[config.mk]
export PLATFORM = sky130hd
export DESIGN_NAME = stopwatch_10hz
export DESIGN_NICKNAME = d
export VERILOG_FILES = /design/src/rtl/stopwatch_10hz_pkg.sv /design/src/rtl/stopwatch_10hz_btn_cond.sv /design/src/rtl/stopwatch_10hz.sv
export SDC_FILE = /design/constraint.sdc
export NUM_CORES = 1
export LEC_CHECK = 0
export BUFFER_PORTS_ARGS = -buffer_cell sky130_fd_sc_hd__buf_2
export CORE_MARGIN = 2
export CORE_UTILIZATION = 30
export DETAILED_ROUTE_END_ITERATION = 7
export PLACE_DENSITY = 0.49
export SLEW_MARGIN = 20
export SYNTH_ARGS = -nofsm -noshare
export SYNTH_HDL_FRONTEND = slang
export SYNTH_SLANG_ARGS = --single-unit
[constraint.sdc]
create_clock -name clk -period 2.5 [get_ports clk]
set_input_delay 0.125 -clock clk [delete_from_list [all_inputs] [get_ports clk]]
set_output_delay 0.125 -clock clk [all_outputs]
set_load 0.01 [all_outputs]
[src/rtl/stopwatch_10hz_pkg.sv]
// Shared constants, FSM state encoding and the BCD time-value type for the 10 Hz stopwatch.
package stopwatch_10hz_pkg;

    localparam int BCD_W = 4;

    typedef logic [BCD_W-1:0] bcd_t;

    localparam bcd_t DIGIT_MAX9 = 4'd9;
    localparam bcd_t DIGIT_MAX5 = 4'd5;

    typedef enum logic [1:0] {
        ST_IDLE  = 2'd0,
        ST_RUN   = 2'd1,
        ST_PAUSE = 2'd2
    } sw_state_e;

    typedef struct packed {
        bcd_t min_t;
        bcd_t min_o;
        bcd_t sec_t;
        bcd_t sec_o;
        bcd_t tenth;
    } sw_time_t;

    localparam sw_time_t TIME_ZERO = '0;

endpackage

[src/rtl/stopwatch_10hz_btn_cond.sv]
// Push-button conditioner: 2-flop synchronizer, stable-time debounce and a
// single-cycle pulse on each debounced press.
module btn_cond
    import stopwatch_10hz_pkg::*;
#(
    parameter int DEB_CYCLES = 500000
) (
    input  logic clk,
    input  logic rst_n,
    input  logic btn_i,
    output logic press_o
);

    localparam int CW = $clog2(DEB_CYCLES);

    logic          sync1_q, sync2_q;
    logic          level_q, level_d;
    logic          press_q, press_d;
    logic [CW-1:0] cnt_q, cnt_d;

    // The count only survives while the synchronized level keeps disagreeing.
    always_comb begin
        level_d = level_q;
        press_d = 1'b0;
        cnt_d   = '0;
        if (sync2_q != level_q) begin
            if (cnt_q == CW'(DEB_CYCLES - 1)) begin
                level_d = sync2_q;
                press_d = sync2_q;
            end else begin
                cnt_d = cnt_q + 1'b1;
            end
        end
    end

    always_ff @(posedge clk or negedge rst_n) begin
        if (!rst_n) begin
            sync1_q <= 1'b0;
            sync2_q <= 1'b0;
            level_q <= 1'b0;
            press_q <= 1'b0;
            cnt_q   <= '0;
        end else begin
            sync1_q <= btn_i;
            sync2_q <= sync1_q;
            level_q <= level_d;
            press_q <= press_d;
            cnt_q   <= cnt_d;
        end
    end

    assign press_o = press_q;

endmodule

[src/rtl/stopwatch_10hz.sv]
// Tenth-of-second MM:SS.t BCD stopwatch driven by a sampled 10 Hz wave, with
// start/stop, lap-hold and clear buttons; display registers feed the LCD formatter.
module stopwatch_10hz
    import stopwatch_10hz_pkg::*;
#(
    parameter int DEB_CYCLES = 500000
) (
    input  logic             clk,
    input  logic             rst_n,
    input  logic             tick_in,
    input  logic             btn_ss,
    input  logic             btn_lap,
    input  logic             btn_clr,
    output logic [BCD_W-1:0] d_min_t,
    output logic [BCD_W-1:0] d_min_o,
    output logic [BCD_W-1:0] d_sec_t,
    output logic [BCD_W-1:0] d_sec_o,
    output logic [BCD_W-1:0] d_tenth,
    output logic             running,
    output logic             lap_hold,
    output logic             ovf,
    output logic             upd
);

    logic      tsync1_q, tsync2_q, thist_q;
    logic      tick_p;
    logic      ss_p, lap_p, clr_p;

    sw_state_e state_q, state_d;
    sw_time_t  live_q, live_d, live_inc;
    sw_time_t  disp_q, disp_d;
    logic      wrap;
    logic      ovf_q, ovf_d;
    logic      hold_q, hold_d;
    logic      upd_q, upd_d;

    btn_cond #(.DEB_CYCLES(DEB_CYCLES)) u_ss (
        .clk    (clk),
        .rst_n  (rst_n),
        .btn_i  (btn_ss),
        .press_o(ss_p)
    );

    btn_cond #(.DEB_CYCLES(DEB_CYCLES)) u_lap (
        .clk    (clk),
        .rst_n  (rst_n),
        .btn_i  (btn_lap),
        .press_o(lap_p)
    );

    btn_cond #(.DEB_CYCLES(DEB_CYCLES)) u_clr (
        .clk    (clk),
        .rst_n  (rst_n),
        .btn_i  (btn_clr),
        .press_o(clr_p)
    );

    always_ff @(posedge clk or negedge rst_n) begin
        if (!rst_n) begin
            tsync1_q <= 1'b0;
            tsync2_q <= 1'b0;
            thist_q  <= 1'b0;
        end else begin
            tsync1_q <= tick_in;
            tsync2_q <= tsync1_q;
            thist_q  <= tsync2_q;
        end
    end

    assign tick_p = tsync2_q & ~thist_q;

    // Ripple the BCD carry from tenths up to minutes tens; wrap flags 59:59.9 -> 00:00.0.
    always_comb begin
        live_inc = live_q;
        wrap     = 1'b0;
        if (live_q.tenth != DIGIT_MAX9) begin
            live_inc.tenth = live_q.tenth + 1'b1;
        end else begin
            live_inc.tenth = '0;
            if (live_q.sec_o != DIGIT_MAX9) begin
                live_inc.sec_o = live_q.sec_o + 1'b1;
            end else begin
                live_inc.sec_o = '0;
                if (live_q.sec_t != DIGIT_MAX5) begin
                    live_inc.sec_t = live_q.sec_t + 1'b1;
                end else begin
                    live_inc.sec_t = '0;
                    if (live_q.min_o != DIGIT_MAX9) begin
                        live_inc.min_o = live_q.min_o + 1'b1;
                    end else begin
                        live_inc.min_o = '0;
                        if (live_q.min_t != DIGIT_MAX5) begin
                            live_inc.min_t = live_q.min_t + 1'b1;
                        end else begin
                            live_inc.min_t = '0;
                            wrap           = 1'b1;
                        end
                    end
                end
            end
        end
    end

    // Counting and lap decisions use the current state, so a tick landing with
    // the stop press is still counted and the state change shows next cycle.
    always_comb begin
        state_d = state_q;
        live_d  = live_q;
        ovf_d   = ovf_q;
        hold_d  = hold_q;
        if (clr_p) begin
            state_d = ST_IDLE;
            live_d  = TIME_ZERO;
            ovf_d   = 1'b0;
            hold_d  = 1'b0;
        end else begin
            if (ss_p) begin
                case (state_q)
                    ST_IDLE:  state_d = ST_RUN;
                    ST_RUN:   state_d = ST_PAUSE;
                    ST_PAUSE: state_d = ST_RUN;
                    default:  state_d = ST_IDLE;
                endcase
            end
            if (tick_p && state_q == ST_RUN) begin
                live_d = live_inc;
                if (wrap) begin
                    ovf_d = 1'b1;
                end
            end
            if (lap_p) begin
                if (hold_q) begin
                    hold_d = 1'b0;
                end else if (state_q == ST_RUN) begin
                    hold_d = 1'b1;
                end
            end
        end
    end

    always_comb begin
        disp_d = hold_q ? disp_q : live_q;
        upd_d  = (disp_d != disp_q);
    end

    always_ff @(posedge clk or negedge rst_n) begin
        if (!rst_n) begin
            state_q <= ST_IDLE;
            live_q  <= TIME_ZERO;
            disp_q  <= TIME_ZERO;
            ovf_q   <= 1'b0;
            hold_q  <= 1'b0;
            upd_q   <= 1'b0;
        end else begin
            state_q <= state_d;
            live_q  <= live_d;
            disp_q  <= disp_d;
            ovf_q   <= ovf_d;
            hold_q  <= hold_d;
            upd_q   <= upd_d;
        end
    end

    assign d_min_t  = disp_q.min_t;
    assign d_min_o  = disp_q.min_o;
    assign d_sec_t  = disp_q.sec_t;
    assign d_sec_o  = disp_q.sec_o;
    assign d_tenth  = disp_q.tenth;
    assign running  = (state_q == ST_RUN);
    assign lap_hold = hold_q;
    assign ovf      = ovf_q;
    assign upd      = upd_q;

endmodule

# After elaboration in Yosys (flattened, before gate mapping)
# Cells that the tools add are included.
[totals] reg_bits=117 input_bits=6 output_inout_bits=24
[classes] addsub=8 eq_ne=18 muxes=39 bitwise_logic=2 n_reduce_logical=15
[ops] cell="$mux W19" count=6
[ops] cell="$mux W20" count=3
[ops] cell="$add A19 B1 Y19 const B" count=3
[ops] cell="$eq A19 B19 Y1 const B" count=3
[ops] cell="$mux W4" count=6
[ops] cell="$add A4 B1 Y4 const B" count=5
[ops] cell="$ne A20 B20 Y1" count=1
[ops] cell="$mux W1" count=18
[ops] cell="$mux W16" count=1
[ops] cell="$mux W12" count=1
[ops] cell="$ne A4 B4 Y1 const B" count=3
[ops] cell="$reduce_and A2 Y1" count=5
[ops] cell="$mux W8" count=1
[ops] cell="$ne A2 B1 Y1 const B" count=4
[ops] cell="$ne A4 B3 Y1 const B" count=2
[ops] cell="$reduce_bool A2 Y1" count=4
[ops] cell="$reduce_and A5 Y1" count=1
[ops] cell="$mux W2" count=2
[ops] cell="$pmux W2 S2" count=1
[ops] cell="$reduce_and A4 Y1" count=1
[ops] cell="$ne A1 B1 Y1" count=3
[ops] cell="$reduce_and A3 Y1" count=1
[ops] cell="$eq A2 B1 Y1 const B" count=1
[ops] cell="$eq A2 B2 Y1 const B" count=1
[ops] cell="5 further kinds" count=5

# Depth between registers and ports, before layout
# Gate-level depths: netlist of the first run.
[depth] ltp_word=9 mapped_depth=8 depth_no_buf=6

# Hierarchy
# Synthesis of the first run repeated with hierarchy kept, for this count alone.
[unflattened] cells_unflattened=544 area_unflattened_um2=5773.0
[modules_own_cells] module="stopwatch_10hz" n_inst=1 cells_each=218 area_each_um2=2391.0 seq_area_each_um2=1201.2
[modules_own_cells] module="btn_cond at u_clr ..." n_inst=2 cells_each=110 area_each_um2=1118.6 seq_area_each_um2=575.6
[modules_own_cells] module="btn_cond at u_lap" n_inst=1 cells_each=106 area_each_um2=1144.8 seq_area_each_um2=575.6

# Least setup slack after synthesis of the first run
# No wires, ideal clock.
[synth_path] path_type="reg2reg" start="register u_ss.cnt_q[0]" end="register u_ss.cnt_q[18]" arrival_time_ns=1.807 path_slack_ns=0.615 stages_incl_launch_ff=6 path_buffers=0 path_cell_list="dfrtp_1 > ha_1 > nand4_1 > or4_4 > or4_1 > a21oi_1"
[synth_between] elab_chain_len=3 word_cells_on_any_way=4 classes_between="1 x add/sub; 1 x eq/ne; 2 x mux"
[synth_rtl] element="from (decl)" line="stopwatch_10hz_btn_cond.sv:19" source="logic [CW-1:0] cnt_q, cnt_d;"
[synth_rtl] element="from (signal assigned)" line="stopwatch_10hz_btn_cond.sv:48" source="cnt_q <= cnt_d;"
[synth_rtl] element="$add A19 B1 Y19 or $eq A19 B19 Y1 (tied branches)" line="stopwatch_10hz_btn_cond.sv:31, stopwatch_10hz_btn_cond.sv:27"
[synth_rtl] element="$mux W19 (*)" line="stopwatch_10hz_btn_cond.sv:27" source="if (cnt_q == CW'(DEB_CYCLES - 1)) begin"
[synth_rtl] element="$mux W19 (*)" line="stopwatch_10hz_btn_cond.sv:26" source="if (sync2_q != level_q) begin"
[synth_rtl] element="via u_ss.cnt_d[18]" line="stopwatch_10hz_btn_cond.sv:19"
# The timed path passes the listed nets; every way through them passes the cells marked *.
# A chain may end at the register's enable or synchronous reset.

# Worst setup path after layout of the first run
[layout_path] start="register live_q[1] (netlist name)" end="register live_q[19] (netlist name)"
[layout_between] elab_chain_len=3
[layout_rtl] element="from (decl)" line="stopwatch_10hz.sv:30" source="sw_time_t live_q, live_d, live_inc;"
[layout_rtl] element="from (signal assigned)" line="stopwatch_10hz.sv:156" source="live_q <= live_d;"
[layout_rtl] element="$ne A4 B4 Y1" line="stopwatch_10hz.sv:76" source="if (live_q.tenth != DIGIT_MAX9) begin"
[layout_rtl] element="$ne A2 B1 Y1 (no source line)"
[layout_rtl] element="$reduce_and A5 Y1 (no source line)"
# Every way passes these cells.

==> metrics.yaml, run 1 <==
place_inst: 794
gp_congestion: 0.7503
async_flop_share_pct: 100.0
io_pins: 30
viasPerCell: 4.990
rsz0062_at_grt: "no"
final_cell_area_um2: 6720
cp-end-kind: "flop"
slew_viol_final: 0
synth_top_family_by_area: "simple AND/OR/NAND/NOR gates"
grt_max_degree: 49
cts_tree: "done"
h-tree-depth: 4
status: "finished, final reports clean"
max-cap-violations: 0
dp_hpwl_um: 7782
postPlaceCellArea_um2: 6101
nNetsFinal: 603
grt_overflow: 0
drt_wl_total_um: 11250
r2r_cells: 6
drt-pass1-iter-count: 4
synth_xor_area_share_pct: 9.143
hold_viol_final: 0
layout_setup_ws_ns: 0.2863
setup_tns_ns: 0
preCtsSetupSlack_ns: 0.3562
synth_adder_area_share_pct: 2.878
layout_commonest_cell: "dfrtp_1"
antenna_found_initial: 0
remaining_drc_errors: 0
drive_gt1_share_pct: 15.29
p_leak_nw: 2.946
synth_nets: 558
grt_pass1_wl_um: 19670
ys.flop_type: "dfrtp_1"
muxShareOfSynthArea_pct: 3.941
clk_path_buf_depth: 2
synth_edf_count: 0
setup_viol: 0
clk_pin_slew_ns: 0.05
slew_headroom_pct: 43.65
worst_pin_slew_ns: 0.8414
clock-sinks: 117
clk_latency_ns: 0.41
min_period_over_period_pct: 88.55
cts_setup_buffers: 0
ys_warn_count: 0
power_mw: 4.382
num_vias: 4137
fp.dieArea_um2: 19950
rows: 50
crit_path_start_kind: "flop"
place.port_buffers: 29
grt_usage_pct: 12.27
yosys.area.top_type_share_pct: 51.80
ir_worst_vdd_mv: 0.5349
drtIter0Drc: 208
n_antenna_cell: 0
cts.repair.resized: 0
clock_skew_ns: 0.008165
hp-class: "in2async"
crit_fanout: 12
ys_seq_elements: 117
die-width_um: 141.3
fp.dieH_um: 141.3
instances_no_fill: 829
required_ns: 2.78
synth_area_per_cell_um2: 10.49
yosysSeqAreaShare_pct: 51.80
synth_area_leaders: "dfrtp_1 52%, xnor2_1 5.3%, xor2_1 3.9%"
grt_pass1_vias: 4030
start_util_pct: 30.42
synth-simple-area-share_pct: 21.54
fillers: 1860
wl_per_cell_um: 13.57
numCtsBuffers: 17
synth_compound_area_share_pct: 8.368
min_period_ns: 2.214
coreArea_um2: 18580
netlist_instances: 539
synth_area_um2: 5652
postRouteAntennaNets: 0
fmax_mhz: 451.7
path_class: "reg2reg"
worstPathArrival_ns: 2.50
final_cell_mix: "117 x dfrtp_1, 56 x nor2_1, 35 x nand2_1, 34 x xnor2_1, 28 x buf_2"
syn2layout_area_growth_pct: 18.91
synth_top_cell_by_area: "dfrtp_1"
cts-root-buf: "clkbuf_16"
synthDistinctLibCells: 47
p_per_area_nw_per_um2: 652.0
cts_hold_buffers: 5
## power breakdown
group / internal (mW) / switching [mW] / total [mW]
Combinational: 0.0322 / 0.0686 / 0.101
Clock: 1.56 / 0.792 / 2.35
Sequential: 1.92 / 0.0170 / 1.93
## final timing paths
kind	from	end	slack [ns]
max in group asynchronous	rst_n	u_lap.cnt_q[17]$_DFF_PN0_	1.45
setup reg to reg	live_q[1]$_DFFE_PN0P_	live_q[19]$_DFFE_PN0P_	0.29
setup / recovery	live_q[1]$_DFFE_PN0P_	live_q[19]$_DFFE_PN0P_	0.29
min in group clk	u_lap.sync1_q$_DFF_PN0_	u_lap.sync2_q$_DFF_PN0_	0.35
hold reg to reg	u_lap.sync1_q$_DFF_PN0_	u_lap.sync2_q$_DFF_PN0_	0.35
hold / removal	rst_n	d_min_o[0]$_DFF_PN0_	0.27
## Yosys cell counts (all sizes together), types with 6 or more instances
| master | number |
|---|---|
| and3b | 7 |
| ha | 13 |
| a21oi | 25 |
| o31ai | 14 |
| dfrtp | 117 |
| xnor2 | 34 |
| clkbuf | 13 |
| o21ai | 23 |
| inv | 16 |
| nor3 | 11 |
| xor2 | 25 |
| or4 | 11 |
| or3 | 16 |
| nand2 | 35 |
| nor4 | 16 |
| nor2 | 56 |
| mux2 | 18 |
| and4 | 6 |
| nand4 | 15 |
| nand3 | 25 |
## sequential cells by signal, summed over array words and instances, names as in the netlist, 2 cells and up
name / cells
state_q: 2
u_ss.cnt_q: 19
d_min_t: 4
u_lap.cnt_q: 19
live_q: 20
u_clr.cnt_q: 19
d_sec_o: 4
d_sec_t: 4
d_min_o: 4
d_tenth: 4
## through the flow
stage / utilization [%] / hold slack (ns)
final: 36.17 / 0.2695
after global routing: 36.17 / 0.3346
after CTS: 36.17 / 0.2956
after detailed placement: 32.84 / 0.1929
after global placement: 32.84 / 0.1836
after floorplan: - / -0.1706
## worst max-delay path, cell delays in order, from the launching register on
cell and delay (ns):
dfrtp_1 0.42, inv_1 0.09, ha_1 0.14, and3b_1 0.33, a31oi_1 0.35, or2_2 0.44
o41ai_1 0.31
## routing by layer
| metal | global-route usage, % | vias to the layer above | share of wire (%) |
|---|---|---|---|
| li1 | - | 2027 | - |
| met1 | 15.97 | 2049 | 48 |
| met2 | 19.47 | 49 | 47 |
| met3 | 3.341 | 12 | 3.2 |
| met4 | 4.947 | 0 | 1.4 |
| met5 | 0 | - | 0 |
## final cells by class
type | count | area [µm²] | area share [%]
tap | 234 | 292.8 | 4.357
clock buffer | 26 | 499.2 | 7.429
inverter | 16 | 60.06 | 0.8937
timing repair buffer | 43 | 277.8 | 4.133
clock inverter | 4 | 70.07 | 1.043
sequential | 117 | 2928 | 43.57
multi-input combinational | 389 | 2592 | 38.58
## kinds of logic after synthesis
family,count (synthesis)
and+or+nand+nor,222
buffers and inverters,33
xor gates and xnor gates,59
AOI/OAI and AO/OA,75
muxes,20
DFF,117
adders and majority gates,13
(Power assumes the default switching activity.)
==> run 2, diff against run 1 <==
--- a/config.mk
+++ b/config.mk
@@ -8,6 +8,7 @@
 export BUFFER_PORTS_ARGS = -buffer_cell sky130_fd_sc_hd__buf_2
 export CORE_MARGIN = 2
 export CORE_UTILIZATION = 30
+export CTS_BUF_LIST = sky130_fd_sc_hd__clkbuf_2
 export DETAILED_ROUTE_END_ITERATION = 7
 export PLACE_DENSITY = 0.49
 export SLEW_MARGIN = 20
==> metrics.yaml, run 2 (synthesis results as in run 1) <==
fp.dieH_um: 141.3  # unchanged
min_period_ns: 2.243  # +0.02940 ns
hold_viol_final: 0  # unchanged
worst_pin_slew_ns: 0.8563  # +0.01490 ns
status: "finished, final reports clean"
layout_commonest_cell: "dfrtp_1"
drive_gt1_share_pct: 15.58  # +0.28 points
slew_viol_final: 0  # unchanged
fillers: 1905  # +2.4%
gp_congestion: 0.7503  # unchanged
drt-pass1-iter-count: 4  # unchanged
drt_wl_total_um: 11330  # +0.71%
antenna_found_initial: 0  # unchanged
setup_tns_ns: 0  # unchanged
fmax_mhz: 445.8  # -1.3%
cts_hold_buffers: 7  # +2
p_leak_nw: 2.813  # -4.5%
slew_headroom_pct: 42.65  # -1.0 points
dp_hpwl_um: 7782  # unchanged
clk_latency_ns: 0.64  # +0.23 ns
path_class: "reg2reg"
rsz0062_at_grt: "no"
ir_worst_vdd_mv: 0.3459  # -35%
cts_setup_buffers: 0  # unchanged
grt_pass1_wl_um: 19730  # +0.32%
setup_viol: 0  # unchanged
cts.repair.resized: 0  # unchanged
viasPerCell: 4.942  # -0.96%
num_vias: 4107  # -0.73%
worstPathArrival_ns: 2.76  # +0.26 ns
min_path_cells: 2
final_cell_mix: "117 x dfrtp_1, 56 x nor2_1, 35 x nand2_1, 34 x xnor2_1, 28 x buf_2"
min_period_over_period_pct: 89.73  # +1.2 points
grt_pass1_vias: 4008  # -0.55%
largest_reg_flops: 20  # unchanged
top_register: "live_q"
crit_fanout: 12  # unchanged
p_per_area_nw_per_um2: 493.8  # -24%
wl_per_cell_um: 13.64  # +0.47%
final_cell_area_um2: 6376  # -5.1%
grt_usage_pct: 12.24  # -0.037 points
clock-sinks: 117  # unchanged
n_antenna_cell: 0  # unchanged
remaining_drc_errors: 0  # unchanged
postRouteAntennaNets: 0  # unchanged
place.port_buffers: 29  # unchanged
drtIter0Drc: 191  # -8.2%
nNetsFinal: 605  # +0.33%
fin_hold_ws_ns: 0.1254  # -0.1440 ns
clk_pin_slew_ns: 0.16  # +0.11 ns
start_util_pct: 30.42  # unchanged
cts-root-buf: "clkbuf_2"
numCtsBuffers: 17  # unchanged
grt_max_degree: 38  # -22%
clk_path_buf_depth: 2  # unchanged
grt_overflow: 0  # unchanged
die-width_um: 141.3  # unchanged
io_pins: 30  # unchanged
clock_skew_ns: 0.03068  # +0.02252 ns
crit_path_start_kind: "flop"
cp-end-kind: "flop"
hp-class: "in2reg"
fp.dieArea_um2: 19950  # unchanged
syn2layout_area_growth_pct: 12.82
cts_tree: "done"
h-tree-depth: 4  # unchanged
r2r_cells: 5  # -1
rows: 50  # unchanged
postPlaceCellArea_um2: 6101  # unchanged
r2r_slack_ns: 0.26  # -0.03 ns
required_ns: 3.02  # +0.24 ns
max-cap-violations: 0  # unchanged
coreArea_um2: 18580  # unchanged
-- run 2: cell types whose count changed in the layout (fill, tap and decap cells not counted) --
cell / delta
clkbuf_1: -5
clkbuf_8: -4
buf_12: +1
clkinv_1: +4
dlygate4sd3_1: +1
clkbuf_16: -17
clkbuf_2: +22
-- run 2: path summary, 6_finish.rpt --
path,from,endpoint
setup / recovery,live_q[0]$_DFFE_PN0P_,live_q[19]$_DFFE_PN0P_
hold / removal,btn_clr,u_clr.sync1_q$_DFF_PN0_
setup reg to reg,live_q[0]$_DFFE_PN0P_,live_q[19]$_DFFE_PN0P_
hold reg to reg,u_lap.sync1_q$_DFF_PN0_,u_lap.sync2_q$_DFF_PN0_
max in group asynchronous,rst_n,u_lap.cnt_q[4]$_DFF_PN0_
min in group asynchronous,rst_n,u_ss.sync2_q$_DFF_PN0_
-- run 2: per-layer routing --
layer | track usage (%) | up-vias | part of all wire, %
met2 | 19.26 | 62 | 47
li1 | - | 2035 | -
met4 | 3.263 | 0 | 0.43
met5 | 0 | - | 0
met1 | 16.38 | 2006 | 49
met3 | 3.881 | 4 | 3.6
-- run 2: report_power, final --
part	internal, mW	switching [mW]
combinational	0.0364	0.0705
clock	0.452	0.661
sequential	1.91	0.0168
total	2.40	0.748
-- run 2: cell type report --
cell class                      count  area [µm²]  share of cell area (%)
Multi-Input combinational cell    389        2592                   40.66
Tap cell                          234       292.8                   4.592
Timing Repair Buffer               45       307.8                   4.827
Sequential cell                   117        2928                   45.92
Clock inverter                      8       85.08                   1.334
Clock buffer                       22       110.1                   1.727
Inverter                           16       60.06                  0.9419
-- run 2: stage by stage --
step,utilization [%],worst slack [ns],std cells,total power [mW]
floorplan,-,0.6154,539,2.000
global placement,32.84,0.5015,794,2.062
detailed placement,32.84,0.3562,794,2.065
CTS,34.32,0.2959,831,3.216
global route,34.32,0.06662,831,3.330
finish,34.32,0.2569,831,3.149
-- run 2: critical path, cell delays in order, from the launching register on --
cell,delay [ns]
dfrtp_1,0.50
ha_1,0.19
and3b_1,0.33
a31oi_1,0.35
or2_2,0.44
o41ai_1,0.33
